File: src/rtl/prim_generic_ram_1p_scrub.sv
// prim_generic_ram_1p_scrub
//   Single-port behavioural SRAM for I3C-core buffers. After reset it sweeps
//   zeros into every word and only then grants requests. A read returns its
//   data with a one-cycle rvalid_o strobe, and rdata_o holds between reads.
//   Writes are masked per group of DataBitsPerMask bits. A group is written
//   only if its whole mask slice is set.
//
//   Optional feature macro: I3C_RAM_PARITY_EN
//     defined   : one even-parity bit per mask group, checked on read (rerror_o)
//     undefined : no parity storage, rerror_o stays 0
//
// Ports
//   clk_i        clock, rising edge
//   rst_ni       asynchronous active-low reset
//   req_i        access request
//   gnt_o        request accepted this cycle (equals init_done_o)
//   write_i      1 = write, 0 = read
//   addr_i       word address (Aw bits)
//   wdata_i      write data
//   wmask_i      bit mask, reduced per group
//   rvalid_o     rdata_o / rerror_o valid for this cycle
//   rdata_o      read data, held between reads
//   rerror_o     parity mismatch on the current read
//   init_done_o  zeroing sweep finished

module prim_generic_ram_1p_scrub #(
  parameter int Width           = 32,
  parameter int Depth           = 128,
  parameter int DataBitsPerMask = 8,
  parameter int OutputReg       = 0,
  parameter int ZeroInit        = 1,
  localparam int Aw             = $clog2(Depth)
) (
  input  logic             clk_i,
  input  logic             rst_ni,
  input  logic             req_i,
  output logic             gnt_o,
  input  logic             write_i,
  input  logic [Aw-1:0]    addr_i,
  input  logic [Width-1:0] wdata_i,
  input  logic [Width-1:0] wmask_i,
  output logic             rvalid_o,
  output logic [Width-1:0] rdata_o,
  output logic             rerror_o,
  output logic             init_done_o
);

  localparam int NumGroups = Width / DataBitsPerMask;

  typedef enum logic {INIT, READY} state_e;
  localparam state_e ResetState = (ZeroInit != 0) ? INIT : READY;

  state_e        state;
  logic [Aw-1:0] cnt;
  logic          init_done;

  logic [Width-1:0] mem [Depth];

  logic                 in_range, accept, wr_en, rd_en;
  logic [NumGroups-1:0] group_en, mask_ok;
  logic [Width-1:0]     rd_data;
  logic                 rd_err;

  assign gnt_o       = init_done;
  assign init_done_o = init_done;

  // Extra top bit so a power-of-two Depth still compares correctly.
  assign in_range = {1'b0, addr_i} < (Aw+1)'(Depth);
  assign accept   = req_i & init_done;
  assign wr_en    = accept & write_i & in_range;
  assign rd_en    = accept & ~write_i;
  assign rd_data  = in_range ? mem[addr_i] : '0;

  always_comb begin
    group_en = '0;
    mask_ok  = '0;
    for (int unsigned g = 0; g < NumGroups; g++) begin
      group_en[g] = &wmask_i[g*DataBitsPerMask +: DataBitsPerMask];
      mask_ok[g]  = group_en[g] | ~(|wmask_i[g*DataBitsPerMask +: DataBitsPerMask]);
    end
  end

  always_ff @(posedge clk_i or negedge rst_ni) begin
    if (!rst_ni) begin
      state     <= ResetState;
      cnt       <= '0;
      init_done <= (ZeroInit == 0);
    end else if (state == INIT) begin
      cnt <= cnt + 1'b1;
      if (cnt == Aw'(Depth - 1)) begin
        state     <= READY;
        init_done <= 1'b1;
        cnt       <= '0;
      end
    end
  end

`ifdef I3C_RAM_PARITY_EN
  logic [NumGroups-1:0] par_mem [Depth];
  logic [NumGroups-1:0] wpar, rpar;

  always_comb begin
    wpar = '0;
    rpar = '0;
    for (int unsigned g = 0; g < NumGroups; g++) begin
      wpar[g] = ^wdata_i[g*DataBitsPerMask +: DataBitsPerMask];
      rpar[g] = ^rd_data[g*DataBitsPerMask +: DataBitsPerMask];
    end
  end

  assign rd_err = in_range & (|(rpar ^ par_mem[addr_i]));
`else
  assign rd_err = 1'b0;
`endif

  // Storage has no reset; the sweep provides the known contents.
  always_ff @(posedge clk_i) begin
    if (state == INIT) begin
      mem[cnt] <= '0;
`ifdef I3C_RAM_PARITY_EN
      par_mem[cnt] <= '0;
`endif
    end else if (wr_en) begin
      for (int unsigned g = 0; g < NumGroups; g++) begin
        if (group_en[g]) begin
          mem[addr_i][g*DataBitsPerMask +: DataBitsPerMask] <=
            wdata_i[g*DataBitsPerMask +: DataBitsPerMask];
`ifdef I3C_RAM_PARITY_EN
          par_mem[addr_i][g] <= wpar[g];
`endif
        end
      end
    end
  end

  // Read pipeline: array capture, optional extra stage, then output register.
  logic             s1_valid, s1_err;
  logic [Width-1:0] s1_data;
  logic             last_valid, last_err;
  logic [Width-1:0] last_data;

  always_ff @(posedge clk_i or negedge rst_ni) begin
    if (!rst_ni) begin
      s1_valid <= 1'b0;
      s1_err   <= 1'b0;
      s1_data  <= '0;
    end else begin
      s1_valid <= rd_en;
      if (rd_en) begin
        s1_data <= rd_data;
        s1_err  <= rd_err;
      end
    end
  end

  if (OutputReg != 0) begin : g_out_reg
    logic             s2_valid, s2_err;
    logic [Width-1:0] s2_data;

    always_ff @(posedge clk_i or negedge rst_ni) begin
      if (!rst_ni) begin
        s2_valid <= 1'b0;
        s2_err   <= 1'b0;
        s2_data  <= '0;
      end else begin
        s2_valid <= s1_valid;
        if (s1_valid) begin
          s2_data <= s1_data;
          s2_err  <= s1_err;
        end
      end
    end

    assign last_valid = s2_valid;
    assign last_err   = s2_err;
    assign last_data  = s2_data;
  end else begin : g_no_out_reg
    assign last_valid = s1_valid;
    assign last_err   = s1_err;
    assign last_data  = s1_data;
  end

  always_ff @(posedge clk_i or negedge rst_ni) begin
    if (!rst_ni) begin
      rvalid_o <= 1'b0;
      rerror_o <= 1'b0;
      rdata_o  <= '0;
    end else begin
      rvalid_o <= last_valid;
      rerror_o <= last_valid & last_err;
      if (last_valid) rdata_o <= last_data;
    end
  end

`ifndef SYNTHESIS
  WidthDivisible: assert property (@(posedge clk_i) (Width % DataBitsPerMask) == 0);
  MaskCheck: assert property (@(posedge clk_i) disable iff (!rst_ni)
    (req_i && gnt_o && write_i) |-> (&mask_ok));
`endif

endmodule

File: config.mk
export PLATFORM = sky130hd
export DESIGN_NAME = prim_generic_ram_1p_scrub
export DESIGN_NICKNAME = d
export VERILOG_FILES = /design/src/rtl/prim_generic_ram_1p_scrub.sv
export SDC_FILE = /design/constraint.sdc
export NUM_CORES = 2
export LEC_CHECK = 0
export CORE_MARGIN = 2
export CORE_UTILIZATION = 55
export CTS_BUF_LIST = sky130_fd_sc_hd__clkbuf_8 sky130_fd_sc_hd__clkbuf_16
export DETAILED_ROUTE_END_ITERATION = 12
export PLACE_DENSITY = 0.75
export SYNTH_ARGS = -nofsm -noshare
export SYNTH_HDL_FRONTEND = slang
export SYNTH_SLANG_ARGS = --single-unit
File: constraint.sdc
create_clock -name clk_i -period 5.5 [get_ports clk_i]
set_input_delay 1.65 -clock clk_i [delete_from_list [all_inputs] [get_ports clk_i]]
set_output_delay 1.65 -clock clk_i [all_outputs]
set_load 0.005 [all_outputs]
== Yosys cells after proc, flatten, opt, wreduce, memory -nomap -nowiden ==
Memory sizes are Yosys's and may differ from the RTL's. A register that Yosys moved wholly into a read port is not among the register bits.
Index checks and enable logic that the tools add are counted.
Storage, ports and cells
  register bits after elaboration: 43
  memory bits (writable): 4096
  memories: 1
Operators by class
  add/subtract/negate cells: 1
  eq/ne operators: 1
  mux-type cells: 23
  bitwise logic cells: 5
  reduce and logical (&&, ||, !) cells: 7
Memory list
  mem: words 128, width 32, rd ports 1, clocked after Yosys merged registers in 1, write ports 1, RTL line 57  | logic [Width-1:0] mem [Depth];
Operator list (count)
  two-way mux 32 bit: 1
  AND reduction 8 bit: 4
  OR reduction 32 bit: 1
  two-way mux 1 bit: 19
  two-way mux 7 bit: 2
  adder 7 x 1 -> 7 bit, second input constant: 1
  equality test 7 bit, second input constant: 1
  two-way mux 4 bit: 1
  bitwise AND 1 bit: 3
  NOT 1 bit: 2
  AND reduction 2 bit: 1
  zero test 1 bit: 1

== Logic depth before layout (Yosys ltp) ==
  depth after elaboration: 7
  mapped depth: 12
  mapped depth without buffers: 7

== Worst setup path before layout ==
No wires, ideal clock.
  kind: input to register
  start: input port wmask_i[22]
  end: memory mem[0][10] (data pin)
  data arrival time: 4.605 ns
  required time: 4.965 ns
  slack: 0.360 ns
  stages on the path: 8
  buffers on the path: 3
  path through: nand4_1 > or2_1 > a31o_1 > clkbuf_1 > buf_2 > nand2_1 > clkbuf_1 > and2_1
Between the ends
  longest elaborated chain between the ends: 7
Ends and longest elaborated chain
  start: declaration: RTL line 41  | input logic [Width-1:0] wmask_i,
  AND reduction 8 bit: RTL line 78  | group_en[g] = &wmask_i[g*DataBitsPerMask +: DataBitsPerMask];
  two-way mux 1 bit: RTL line 125  | if (group_en[g]) begin
  two-way mux 1 bit: RTL line 123  | end else if (wr_en) begin
  two-way mux 1 bit: RTL line 118  | if (state == INIT) begin
  two-way mux 1 bit (implied by the code): RTL line 126  | mem[addr_i][g*DataBitsPerMask +: DataBitsPerMask] <=
  OR reduction 32 bit (no line)
  two-way mux 32 bit (no line)
  end: declaration: RTL line 57
Every way passes these cells.

== Final worst setup path ==
  start: input port wmask_i[23]
  end: memory mem[68][11], enable pin
Between the ends
  longest elaborated chain between the ends: 7
Ends and longest elaborated chain (RTL line)
  AND reduction 8 bit *: 78
  two-way mux 1 bit *: 125
  two-way mux 1 bit *: 123
  two-way mux 1 bit *: 118
  two-way mux 1 bit (implied by the code) *: 126
  OR reduction 32 bit (no line) *
  two-way mux 7 bit (no line) / two-way mux 4 bit (equally long branches)
Every way passes the cells marked *; elsewhere a longest branch is shown, timed or not.

==> impl_metrics.py <==
metrics = {
    "worst_setup_path": {
        "crit_family": "buffers and inverters",
        "crit_top_cell": "buf_4",
        "r2r_end": "mem[22][0]$_DFFE_PP_",
        "end_kind": "register",
        "path_depth": 10,
        "cp_max_fo": 13,
        "path_cells": "clkdlybuf4s50_1 > nand4_1 > or2_1 > a31o_1 > buf_4 > a21oi_1 > buf_4 > o22ai_4 > buf_12 > nor2_1",
        "endpoint": "mem[68][11]$_DFFE_PP_",
        "r2r-start": "state$_DFF_PN0_",
        "crit_arrival_ns": 4.90,
        "cp.required_ns": 6.07,
        "slowest_stage": "nor2_1",
        "critical_path_class": "in2reg",
        "regToRegSetupSlack_ns": 1.62,
        "worstPathBufferInverterCount": 4,
        "critPathLaunch": "wmask_i[23]",
        "max_stage_delay_ns": 0.61,
        "reg2reg_depth": 5,
        "start_kind": "input port",
    },
    "sta": {
        "drv_slew": 0,
        "fin_crit_sh": 0.788,
        "worst_pin_slew_ns": 1.40,
        "finalClockSkew_ns": 0.0704,
        "grt_setup_unrepaired": "false",
        "finalHoldViolations": 0,
        "setup_viol": 0,
        "setup_tns_ns": 0,
        "relSlewSlack": 0.0649,
        "fmax_mhz": 231,
        "fin_crit_ns": 4.34,
    },
    "global_routing": {
        "antenna_found_initial": 19,
        "grt_remaining_overflow": 0,
        "grt_max_degree": 129,
        "grt_usage": 0.290,
        "first_global_vias": 88200,
        "grt_pass1_wl_um": 631000,
    },
    "placed_design": {
        "dp_hpwl_um": 271000,
        "port_buffers": 109,
        "gp_congestion": 0.930,
    },
    "power": {
        "peakVddDrop_mv": 0.277,
        "p_leak_uw": 0.0519,
        "cellPowerDensity_nw_per_um2": 340,
    },
    "status": {
        "status": "finished clean",
    },
    "clock_tree": {
        "post_cts_resized": 0,
        "ctsLongestPathBuffers": 4,
        "clock_latency_ns": 1.00,
        "ctsHoldBuffers": 0,
        "htree_levels": 5,
        "clockRootBuffer": "clkbuf_16",
        "tritoncts": "built",
        "clock-sinks": 4171,
        "cts_setup_buffers": 0,
        "numCtsBuffers": 409,
        "cts.reportedPaths.clkPinSlew_ns": 0.06,
    },
    "synthesis": {
        "synth_compound_area_frac": 0.0433,
        "async_reset_ff_frac": 0.0180,
        "synth_edf_count": 4096,
        "synth_top_area_cell": "edfxtp_1",
        "synth_flop_cell": "edfxtp_1",
        "ys_warn_count": 0,
        "synth.yosys.seq_area_share": 0.763,
        "syn-cell-area_um2": 164000,
        "synth_top_family_by_area": "multiplexers",
        "yosysTopAreaCellShare": 0.751,
        "syn_nets": 8467,
        "synth_area_leaders": "edfxtp_1 (75%), mux4_2 (9.2%), mux2i_1 (4.7%), nor2_1 (1.5%), o221ai_1 (1.2%)",
        "yosys.area_share.simple": 0.0288,
        "ys_ff_latch": 4171,
        "avgSynthCellArea_um2": 19.5,
        "synth_fa_ha_area_frac": 0.0000764,
        "synth_xor_area_frac": 0.000214,
        "synth_cell_types": 61,
        "synth.mux.area_fraction": 0.148,
        "synthCells": 8391,
    },
    "final_layout": {
        "finalNetCount": 9137,
        "drive_gt1_frac": 0.237,
        "area_growth_pct": 14.9,
        "finalCoreUtilization": 0.634,
        "layout_common_cells": "edfxtp_1 (4,096), mux2i_1 (767), mux4_2 (672)",
        "layout_commonest_cell": "edfxtp_1",
    },
    "floorplanning": {
        "io_pins": 111,
        "core-area_um2": 297000,
        "die_y_um": 550,
        "die_w_um": 550,
        "fp.dieArea_um2": 302000,
        "rows": 200,
        "start_util": 0.552,
    },
    "route": {
        "viasPerCell": 6.62,
        "drc": 0,
        "num_vias": 88500,
        "ant_nets": 0,
        "drt-initial-drc-count": 12800,
        "routed_wl_um": 439000,
        "dr.pass1.iters": 8,
        "detail_route.wl_per_cell_um": 32.9,
    },
    "job": {
        "maxCapViolations": 0,
    },
    "hold_path": {
        "hp-class": "reg2reg",
        "worstHoldPathCells": 1,
    },
}
==> cell type report <==
type,instances,area (µm²)
inverters,5,25.0
flip-flops and latches,4171,125000
multi-input cells,3663,36700
well taps,3939,4930
clock inverters,334,2910
fillers,19300,108000
clock buffers,430,10600
diodes,9,22.5
repair buffers,811,8060
==> flip-flops by register name (all words and copies together), names as in the netlist <==
name        count
rvalid_o        1
rdata_o        32
last_valid      1
cnt             7
gnt_o           1
mem          4096
last_data      32
state           1
==> stage by stage <==
stage          instance area (µm²)  worst slack, ns  instances  hold WS (ns)  power (µW)
2_1_floorplan               164000            0.360       8391         0.352       36100
3_3_place_gp                175000            0.373      12600         0.492       36700
3_5_place_dp                175000            0.268      12600         0.495       36700
4_1_cts                     188000             1.26      13400         0.509       64100
5_1_grt                     188000             1.11      13400         0.517       65300
6_report                    188000             1.16      13400         0.504       63900
==> power by group <==
part,internal (µW),leakage [µW],switching [µW]
clock network,15900,0.00688,12000
logic,579,0.0157,1120
registers,34400,0.0294,0
==> cell usage after synthesis (75+ instances only) <==
cell / number
mux2_2: 129
buf_2: 166
mux4_2: 672
a21oi_1: 236
mux2i_1: 767
o221ai_1: 223
dfrtp_1: 75
clkbuf_1: 260
a22oi_1: 101
o22ai_1: 149
edfxtp_1: 4096
nand2_1: 176
nor2_1: 636
==> metal layers <==
layer  part of all wire  wire [µm]  vias up  GRT usage
met3               0.12      51100     1042     0.0667
met5            0.00025        111        -          0
met2               0.47     207000     5984      0.455
met1               0.36     159000    45500      0.392
li1                   -          -    35900          -
met4              0.051      22500       14      0.129
==> cell families after synthesis <==
| kind of cell | Yosys count |
|---|---|
| AND/OR/NAND/NOR | 1070 |
| AO/OA/AOI/OAI | 1019 |
| other | 1 |
| multiplexers | 1568 |
| XOR/XNOR | 4 |
| buffers and inverters | 557 |
| adder cells (fa/ha/maj) | 1 |
| flip-flops | 4171 |
==> worst min-delay path by stage <==
| stage | start | end | slack [ns] |
|---|---|---|---|
| 2_1_floorplan | last_valid$_DFF_PN0_ | rvalid_o$_DFF_PN0_ | 0.35 |
| 3_3_place_gp | rdata_o[8]$_DFFE_PN0P_ | rdata_o[8]$_DFFE_PN0P_ | 0.49 |
| 3_5_place_dp | rdata_o[21]$_DFFE_PN0P_ | rdata_o[21]$_DFFE_PN0P_ | 0.50 |
| 4_1_cts | rdata_o[21]$_DFFE_PN0P_ | rdata_o[21]$_DFFE_PN0P_ | 0.51 |
| 5_1_grt | rdata_o[21]$_DFFE_PN0P_ | rdata_o[21]$_DFFE_PN0P_ | 0.52 |
| 6_report | rdata_o[21]$_DFFE_PN0P_ | rdata_o[21]$_DFFE_PN0P_ | 0.50 |
No activity file was read; power rests on OpenSTA's default activity.
